[config.mk]
export PLATFORM = sky130hd
export DESIGN_NAME = datapath
export DESIGN_NICKNAME = d
export VERILOG_FILES = /design/src/rtl/cpu_pkg.sv /design/src/rtl/alu.sv /design/src/rtl/datapath.sv
export SDC_FILE = /design/constraint.sdc
export NUM_CORES = 1
export LEC_CHECK = 0
export ABC_AREA = 1
export BUFFER_PORTS_ARGS = -buffer_cell sky130_fd_sc_hd__buf_4
export CAP_MARGIN = 20
export CORE_ASPECT_RATIO = 0.8
export CORE_MARGIN = 4
export CORE_UTILIZATION = 44
export CTS_BUF_LIST = sky130_fd_sc_hd__clkbuf_8 sky130_fd_sc_hd__clkbuf_16
export CTS_CLUSTER_DIAMETER = 200
export DETAILED_ROUTE_END_ITERATION = 10
export PLACE_DENSITY = 0.73
export SLEW_MARGIN = 30
export SYNTH_ARGS = -nofsm -noshare
export SYNTH_HDL_FRONTEND = slang
export SYNTH_HIERARCHICAL = 1
export SYNTH_SLANG_ARGS = --single-unit
[constraint.sdc]
create_clock -name clk -period 3.1 [get_ports clk]
set_input_delay 0.31 -clock clk [delete_from_list [all_inputs] [get_ports clk]]
set_output_delay 0.31 -clock clk [all_outputs]
set_load 0.01 [all_outputs]
[src/rtl/cpu_pkg.sv]
// Shared definitions for the control unit and datapath of the 8-bit CPU:
// data width, opcode encodings, control-word bit positions and small helpers.
package cpu_pkg;

    localparam int DATA_W   = 8;
    localparam int OPCODE_W = 4;
    localparam int NUM_DRV  = 5;

    typedef enum logic [3:0] {
        OP_NOP = 4'h0,
        OP_LDA = 4'h1,
        OP_ADD = 4'h2,
        OP_SUB = 4'h3,
        OP_STA = 4'h4,
        OP_LDI = 4'h5,
        OP_JMP = 4'h6,
        OP_JC  = 4'h7,
        OP_JZ  = 4'h8,
        OP_OUT = 4'hE,
        OP_HLT = 4'hF
    } opcode_e;

    // Bit positions of each strobe inside the control word.
    localparam int CW_HLT    = 0;
    localparam int CW_PC_INC = 1;
    localparam int CW_PC_JMP = 2;
    localparam int CW_PC_OUT = 3;
    localparam int CW_A_RD   = 4;
    localparam int CW_A_WR   = 5;
    localparam int CW_B_RD   = 6;
    localparam int CW_B_WR   = 7;
    localparam int CW_I_RD   = 8;
    localparam int CW_I_WR   = 9;
    localparam int CW_MAR_RD = 10;
    localparam int CW_RAM_RD = 11;
    localparam int CW_RAM_WR = 12;
    localparam int CW_ALU_OUT = 13;
    localparam int CW_ALU_SUB = 14;
    localparam int CW_ALU_FI = 15;
    localparam int CW_OUT_EN = 16;
    localparam int CW_W      = 17;

    function automatic logic [2:0] bus_driver_count(input logic [NUM_DRV-1:0] drv);
        logic [2:0] cnt;
        cnt = 3'd0;
        for (int k = 0; k < NUM_DRV; k++) begin
            cnt = cnt + {2'b00, drv[k]};
        end
        return cnt;
    endfunction

    function automatic logic even_parity(input logic [DATA_W-1:0] data);
        return ^data;
    endfunction

endpackage

[src/rtl/alu.sv]
// Combinational 8-bit adder/subtractor; subtraction is A + ~B + 1 so carry
// means "no borrow". Flag registers live in the datapath.
module alu
    import cpu_pkg::*;
(
    input  logic [DATA_W-1:0] a,
    input  logic [DATA_W-1:0] b,
    input  logic              subtract,
    output logic [DATA_W-1:0] result,
    output logic              carry,
    output logic              zero
);

    logic [DATA_W-1:0] w_b_op;
    logic [DATA_W:0]   w_sum;

    // Operand conditioning and 9-bit sum including the subtract carry-in.
    always_comb begin
        w_b_op = subtract ? ~b : b;
        w_sum  = {1'b0, a} + {1'b0, w_b_op} + {{DATA_W{1'b0}}, subtract};
    end

    assign result = w_sum[DATA_W-1:0];
    assign carry  = w_sum[DATA_W];
    assign zero   = (w_sum[DATA_W-1:0] == {DATA_W{1'b0}});

endmodule

[src/rtl/datapath.sv]
// Datapath of the 8-bit bus CPU: registers, RAM, PC, ALU flags and output.
// Define DATAPATH_BUS_CHECK_EN to add the sticky bus_conflict output.
module datapath
    import cpu_pkg::*;
#(
    parameter int RAM_ADDR_W = 4
) (
    input  logic                  clk,
    input  logic                  rst,
    input  logic                  clk_halt,
    input  logic                  pc_inc,
    input  logic                  pc_jump,
    input  logic                  pc_out,
    input  logic                  a_reg_read_from_bus,
    input  logic                  a_reg_write_to_bus,
    input  logic                  b_reg_read_from_bus,
    input  logic                  b_reg_write_to_bus,
    input  logic                  i_reg_read_from_bus,
    input  logic                  i_reg_write_to_bus,
    input  logic                  mar_read_from_bus,
    input  logic                  ram_read_from_bus,
    input  logic                  ram_write_to_bus,
    input  logic                  alu_out,
    input  logic                  alu_subtract,
    input  logic                  alu_flags_in,
    input  logic                  out_en,
    input  logic                  prog_we,
    input  logic [RAM_ADDR_W-1:0] prog_addr,
    input  logic [7:0]            prog_data,
    output logic [3:0]            instruction,
    output logic                  alu_carry,
    output logic                  alu_zero,
    output logic [7:0]            out_value,
    output logic                  out_valid,
    output logic                  halted
`ifdef DATAPATH_BUS_CHECK_EN
    ,
    output logic                  bus_conflict
`endif
);

    localparam int RAM_DEPTH = 2 ** RAM_ADDR_W;

    logic [DATA_W-1:0]     r_a;
    logic [DATA_W-1:0]     r_b;
    logic [DATA_W-1:0]     r_i;
    logic [RAM_ADDR_W-1:0] r_mar;
    logic [RAM_ADDR_W-1:0] r_pc;
    logic [DATA_W-1:0]     r_ram [RAM_DEPTH];
    logic                  r_carry;
    logic                  r_zero;
    logic [DATA_W-1:0]     r_out_value;
    logic                  r_out_valid;
    logic                  r_halted;

    logic [CW_W-1:0]       w_cw;
    logic [NUM_DRV-1:0]    w_drv;
    logic [DATA_W-1:0]     w_bus;
    logic [DATA_W-1:0]     w_ram_rd;
    logic [DATA_W-1:0]     w_alu_result;
    logic                  w_alu_carry;
    logic                  w_alu_zero;
    logic                  w_prog_ok;

    assign w_cw[CW_HLT]     = clk_halt;
    assign w_cw[CW_PC_INC]  = pc_inc;
    assign w_cw[CW_PC_JMP]  = pc_jump;
    assign w_cw[CW_PC_OUT]  = pc_out;
    assign w_cw[CW_A_RD]    = a_reg_read_from_bus;
    assign w_cw[CW_A_WR]    = a_reg_write_to_bus;
    assign w_cw[CW_B_RD]    = b_reg_read_from_bus;
    assign w_cw[CW_B_WR]    = b_reg_write_to_bus;
    assign w_cw[CW_I_RD]    = i_reg_read_from_bus;
    assign w_cw[CW_I_WR]    = i_reg_write_to_bus;
    assign w_cw[CW_MAR_RD]  = mar_read_from_bus;
    assign w_cw[CW_RAM_RD]  = ram_read_from_bus;
    assign w_cw[CW_RAM_WR]  = ram_write_to_bus;
    assign w_cw[CW_ALU_OUT] = alu_out;
    assign w_cw[CW_ALU_SUB] = alu_subtract;
    assign w_cw[CW_ALU_FI]  = alu_flags_in;
    assign w_cw[CW_OUT_EN]  = out_en;

    // b_reg_write_to_bus is accepted but B is not a bus source.
    assign w_drv = {w_cw[CW_ALU_OUT], w_cw[CW_RAM_WR], w_cw[CW_PC_OUT],
                    w_cw[CW_I_WR], w_cw[CW_A_WR]};

    assign w_ram_rd  = r_ram[r_mar];
    assign w_prog_ok = rst | r_halted;

    alu u_alu (
        .a        (r_a),
        .b        (r_b),
        .subtract (w_cw[CW_ALU_SUB]),
        .result   (w_alu_result),
        .carry    (w_alu_carry),
        .zero     (w_alu_zero)
    );

    // Wired-OR bus: every enabled driver contributes, idle bus reads as zero.
    always_comb begin
        w_bus = ({DATA_W{w_drv[0]}} & r_a)
              | ({DATA_W{w_drv[1]}} & {4'h0, r_i[3:0]})
              | ({DATA_W{w_drv[2]}} & {{(DATA_W-RAM_ADDR_W){1'b0}}, r_pc})
              | ({DATA_W{w_drv[3]}} & w_ram_rd)
              | ({DATA_W{w_drv[4]}} & w_alu_result);
    end

    // Architectural registers; all strobes are frozen once halted.
    always_ff @(posedge clk) begin
        if (rst) begin
            r_a         <= {DATA_W{1'b0}};
            r_b         <= {DATA_W{1'b0}};
            r_i         <= {DATA_W{1'b0}};
            r_mar       <= {RAM_ADDR_W{1'b0}};
            r_pc        <= {RAM_ADDR_W{1'b0}};
            r_carry     <= 1'b0;
            r_zero      <= 1'b0;
            r_out_value <= {DATA_W{1'b0}};
            r_out_valid <= 1'b0;
            r_halted    <= 1'b0;
        end else if (!r_halted) begin
            if (w_cw[CW_A_RD]) begin
                r_a <= w_bus;
            end
            if (w_cw[CW_B_RD]) begin
                r_b <= w_bus;
            end
            if (w_cw[CW_I_RD]) begin
                r_i <= w_bus;
            end
            if (w_cw[CW_MAR_RD]) begin
                r_mar <= w_bus[RAM_ADDR_W-1:0];
            end
            if (w_cw[CW_PC_JMP]) begin
                r_pc <= w_bus[RAM_ADDR_W-1:0];
            end else if (w_cw[CW_PC_INC]) begin
                r_pc <= r_pc + {{(RAM_ADDR_W-1){1'b0}}, 1'b1};
            end
            if (w_cw[CW_ALU_FI]) begin
                r_carry <= w_alu_carry;
                r_zero  <= w_alu_zero;
            end
            if (w_cw[CW_OUT_EN]) begin
                r_out_value <= w_bus;
            end
            r_out_valid <= w_cw[CW_OUT_EN];
            r_halted    <= w_cw[CW_HLT];
        end else begin
            r_out_valid <= 1'b0;
        end
    end

    // RAM: program port only while stopped, bus store only while running.
    always_ff @(posedge clk) begin
        if (w_prog_ok && prog_we) begin
            r_ram[prog_addr] <= prog_data;
        end else if (!w_prog_ok && w_cw[CW_RAM_RD]) begin
            r_ram[r_mar] <= w_bus;
        end
    end

`ifdef DATAPATH_BUS_CHECK_EN
    logic r_bus_conflict;
    logic w_multi_drv;

    assign w_multi_drv = (bus_driver_count(w_drv) >= 3'd2);

    // Sticky record of any cycle with two or more bus drivers.
    always_ff @(posedge clk) begin
        if (rst) begin
            r_bus_conflict <= 1'b0;
        end else if (w_multi_drv) begin
            r_bus_conflict <= 1'b1;
        end
    end

`ifndef SYNTHESIS
    // Simulation-only report of each contended cycle.
    always_ff @(posedge clk) begin
        if (!rst && w_multi_drv) begin
            $error("datapath: %0d drivers on bus", bus_driver_count(w_drv));
        end
    end
`endif

    assign bus_conflict = r_bus_conflict;
`endif

    assign instruction = r_i[7:4];
    assign alu_carry   = r_carry;
    assign alu_zero    = r_zero;
    assign out_value   = r_out_value;
    assign out_valid   = r_out_valid;
    assign halted      = r_halted;

endmodule
; Yosys cells after proc, flatten, opt, wreduce, memory -nomap -nowiden
; Memory sizes are Yosys's and may differ from the RTL's. A register that Yosys moved wholly into a read port is not among the register bits.
; Cells that the tools add are included.
[word_totals]
word_cells = 54
output_inout_bits = 16
memories = 1
register_bits = 44
mem_bits_rw = 128
in_bits = 32
[classes]
bitwise = 12
mux = 14
n_addsub = 3
reduce_logical = 14
[memory_table]
columns = memory, words, word_bits, read_ports, rd_ports_with_merged_regs, wr, line
row1 = r_ram, 16, 8, 1, 1, 1, datapath.sv:49  ; logic [DATA_W-1:0] r_ram [RAM_DEPTH];
[ops]
columns = operator, n
row1 = 8-bit OR, 4
row2 = 8-bit AND, 3
row3 = 4-bit two-way mux, 5
row4 = 8-bit by 4-bit AND with 8-bit output, 2
row5 = 8-bit two-way mux, 2
row6 = 2-bit AND reduction, 7
row7 = 8-bit by 8-bit adder with 9-bit output, 1
row8 = 9-bit by 1-bit adder with 9-bit output, 1
row9 = 8-bit zero test, 1
row10 = 8-bit inverter, 1
row11 = 8-bit OR reduction, 1
row12 = 1-bit two-way mux, 7
row13 = "4-bit by 1-bit adder with 4-bit output, second input constant", 1
row14 = 1-bit logical AND, 2
row15 = 2-bit nonzero test, 1
row16 = 2-bit OR reduction, 1
row17 = 1-bit zero test, 1
row18 = 1-bit inverter, 1
row19 = 1-bit OR, 1

; Depth between registers and ports, before layout
[depth]
word_depth = 8
depth_mapped = 19
depth_no_buf = 19

; Modules after synthesis
; Netlist, hierarchy kept.
[by_module_without_submodules]
columns = mod, seq_area_each_um2, n_inst, cells_each, area_per_inst_um2
row1 = datapath, 4804.6, 1, 786, 7574.8
row2 = alu, 0.0, 1, 87, 530.5

; Worst setup path before layout
; OpenSTA, ideal clock, no wires.
[synth_path]
kind = input to register
start = input port alu_subtract
end = memory r_ram[0][3] (data pin)
arrival_time_ns = 2.344
setup_slack_ns = 0.395
n_path_buf = 1
stages = 13
cell_sequence = buf_6 xnor2_1 inv_1 ha_1 nand2_1 clkinv_1 nand2_4 nand2_2 nand2_1 nand2_2 a22o_1 a221oi_1 a31oi_1
[synth_via]
elab_chain_cells = 6
[synth_rtl]
columns = item, line
row1 = start: declaration, datapath.sv:24  ; input logic alu_subtract,
row2 = 8-bit two-way mux, alu.sv:19  ; w_b_op = subtract ? ~b : b;
row3 = 8-bit by 8-bit adder with 9-bit output, alu.sv:20  ; w_sum = {1'b0, a} + {1'b0, w_b_op} + {{DATA_W{1'b0}}, subtract};
row4 = 9-bit by 1-bit adder with 9-bit output (*), alu.sv:20
row5 = via w_alu_result[3], datapath.sv:60  ; logic [DATA_W-1:0] w_alu_result;
row6 = 8-bit AND (*), datapath.sv:105  ; | ({DATA_W{w_drv[4]}} & w_alu_result);
row7 = 8-bit OR (*), datapath.sv:105
row8 = 8-bit two-way mux (no source line) (*), n/a
row9 = end: declaration, datapath.sv:49
; The timed path passes the listed nets; every way through them passes the cells marked *.

; Worst setup path after layout
[layout_path]
start = register r_b[0]
end = memory r_ram[6][6] (data pin)
[layout_via]
elab_chain_cells = 7
[layout_rtl]
columns = item, line
row1 = start: declaration, datapath.sv:45  ; logic [DATA_W-1:0] r_b;
row2 = start signal: assignment, datapath.sv:112  ; r_b <= {DATA_W{1'b0}};
row3 = start signal: assignment, datapath.sv:126  ; r_b <= w_bus;
row4 = 8-bit inverter, alu.sv:19
row5 = 8-bit two-way mux (*), alu.sv:19
row6 = 8-bit by 8-bit adder with 9-bit output (*), alu.sv:20
row7 = 9-bit by 1-bit adder with 9-bit output (*), alu.sv:20
row8 = via w_alu_result[6], datapath.sv:60
row9 = 8-bit AND (*), datapath.sv:105
row10 = 8-bit OR (*), datapath.sv:105
row11 = 8-bit two-way mux (no source line) (*), n/a
; Marks and branches as above.

==> results.sh <==
export IMPL_post_drt_wl_per_cell_um=16.6
export IMPL_slew_violations=0
export IMPL_hpwl_um=13200
export IMPL_start_util=0.447
export IMPL_netlist_area_leader_share=0.474
export IMPL_layout_drive_gt1_share=0.153
export IMPL_cts_sinks=176
export IMPL_synthesis_nets=914
export IMPL_hp_start="clk_halt"
export IMPL_clk_latency_ps=430
export IMPL_cts_tree="built"
export IMPL_setup_violations=0
export IMPL_track_usage=0.193
export IMPL_final_util=0.516
export IMPL_die_h_um=129
export IMPL_seq_area_frac_synth=0.593
export IMPL_grt_pass1_wl_um=30900
export IMPL_ir_drop_v=0.000439
export IMPL_routabilityCongestion=0.923
export IMPL_post_place_ws_ps=239
export IMPL_ioPinCount=48
export IMPL_cts_max_level=4
export IMPL_yosys_warnings=6
export IMPL_num_rows=44
export IMPL_grt_pass1_vias=5875
export IMPL_whs_ps=83.5
export IMPL_cellPowerDensity_nw_per_um2=632
export IMPL_power_mw=5.91
export IMPL_synth_ff_type="edfxtp_1"
export IMPL_diodes=0
export IMPL_grt_ovfl_total=0
export IMPL_ctsHoldBuffers=0
export IMPL_worst_pin_slew_ps=841
export IMPL_drc=0
export IMPL_netlist_area_um2=8110
export IMPL_crit_fanout=16
export IMPL_cts_buffers=17
export IMPL_syn_avg_cell_area_um2=9.28
export IMPL_ys_seq_elements=176
export IMPL_ys_top_cells_by_area="edfxtp_1 47%, dfxtp_1 12%, nor2_1 8.0%"
export IMPL_drt_iter0_markers=729
export IMPL_postRouteAntennaNets=0
export IMPL_coreArea_um2=18100
export IMPL_first_pass_iters=6
export IMPL_fillers=1615
export IMPL_clk_path_buf_depth=2
export IMPL_synth_distinct_cells=36
export IMPL_hold_viol=0
export IMPL_path_class="reg2reg"
export IMPL_fin_tns_setup_ps=0
export IMPL_min_period_over_period=0.887
export IMPL_rsz0062_at_grt="false"
export IMPL_routed_wl_um=19600
export IMPL_async_flop_share=0
export IMPL_synth_common_cells="173 x nor2_1, 132 x nand2_1, 128 x edfxtp_1"
export IMPL_skew_ps=12.5
export IMPL_fmax_mhz=364
export IMPL_postCtsResizedCells=0
export IMPL_antenna_found_initial=0
export IMPL_synth_most_common_cell="nor2_1"
export IMPL_post_route_min_period_ps=2750
export IMPL_drt_vias_per_instance=5.25
export IMPL_timing_rr_start="r_b[0]"
export IMPL_cp_required_ps=3160
export IMPL_clk_pin_slew_ps=70
export IMPL_area_growth_pct=15.3
export IMPL_post_cts_setup_buffers=0
export IMPL_status="completed"
export IMPL_endpoint_kind="flip-flop"
export IMPL_dieWidth_um=160
export IMPL_cp_arrival_ps=2810
export IMPL_clock_root_buffer="clkbuf_16"
export IMPL_start_kind="flip-flop"
export IMPL_cp_startpoint="r_b[0]"
export IMPL_max_slew_margin=0.437
export IMPL_synth_edf_count=128
export IMPL_yosysTopAreaCell="edfxtp_1"
export IMPL_holdCritPathClass="in2reg"
export IMPL_synthCells=873
export IMPL_drv_cap=0
export IMPL_layout_setup_ws_ps=351
export IMPL_grt_start_max_net_pins=47
export IMPL_fp_dieArea_um2=20700
export IMPL_io_buffers=46
export IMPL_leakage_nw=4.03
export IMPL_final_nets=974
export IMPL_vias=6178
-- cells in the final DEF (no fill, tap or decap), drive strengths merged --
| cell | n |
|---|---|
| inv | 104 |
| xor2 | 8 |
| o21ai | 95 |
| xnor2 | 2 |
| a31oi | 6 |
| o22ai | 2 |
| fa | 1 |
| ha | 8 |
| edfxtp | 128 |
| o21bai | 1 |
| nand4 | 1 |
| a21oi | 22 |
| a221oi | 4 |
| a22o | 1 |
| bufinv | 3 |
| o211ai | 8 |
| clkbuf | 17 |
| clkinv | 9 |
| or2 | 2 |
| nand3 | 66 |
| a21o | 1 |
| nand3b | 1 |
| buf | 82 |
| nand2 | 152 |
| dfxtp | 48 |
| nor2 | 174 |
-- worst paths after layout --
path | cells after the start | endpoint | slack [ps]
worst max-delay path | 18 | r_ram[6][6] | 350
worst min-delay path | 3 | halted | 80
worst max register to register | 18 | r_ram[6][6] | 350
worst min register to register | 2 | alu_zero | 500
-- worst max-delay path, cell delays in order, from the launching register on --
cell and delay [ps]:
dfxtp_1 400, nand2_1 110, nand2_4 100, inv_1 60
fa_1 410, inv_1 70, nand3_1 80, nand2_1 130
nand2_1 80, nand2_1 90, nand2_1 70, nand2_2 80
inv_1 40, nand2_1 50, o21ai_0 60, inv_1 140
nand2_1 80, nand2_1 50, nand2_1 280
-- sequential cells by signal (all words and copies together) (netlist names), named ones only --
register,count
r_mar,4
r_a,8
r_ram,128
out_value,8
r_b,8
alu_carry,1
halted,1
r_pc,4
out_valid,1
alu_zero,1
r_i,8
-- per-layer routing --
metal / track usage / vias up / part of all wire
met5: 0 / - / 0
met4: 0.0704 / 0 / 0.022
met3: 0.0486 / 41 / 0.081
met2: 0.299 / 262 / 0.45
met1: 0.266 / 2875 / 0.45
li1: - / 3000 / -
-- per-stage QoR --
stage	instances	instance area, µm²
floorplan	873	8110
global placement	1144	8750
detailed placement	1144	8750
CTS	1176	9350
global route	1176	9350
finish	1176	9350
-- power breakdown --
part | internal [mW] | switching [mW]
sequential | 2.65 | 0.0589
clock | 1.26 | 0.896
combinational | 0.351 | 0.688
-- kinds of logic after synthesis --
group | count (synthesis) | share of synthesized area
fa+ha+maj | 9 | 0.0148
xor+xnor | 10 | 0.0108
simple gates | 396 | 0.208
compound gates | 140 | 0.0954
flops | 176 | 0.593
buf+inv | 142 | 0.0786
-- final cells by class --
class	instances	area, µm²	area share
clock buffers	17	425	0.0455
well taps	230	288	0.0308
multi-input cells	555	2660	0.285
clock inverters	15	168	0.0179
flip-flops and latches	176	4810	0.514
inverters	101	379	0.0406
repair buffers	82	616	0.0659
Power figures use the tool's default switching activity.
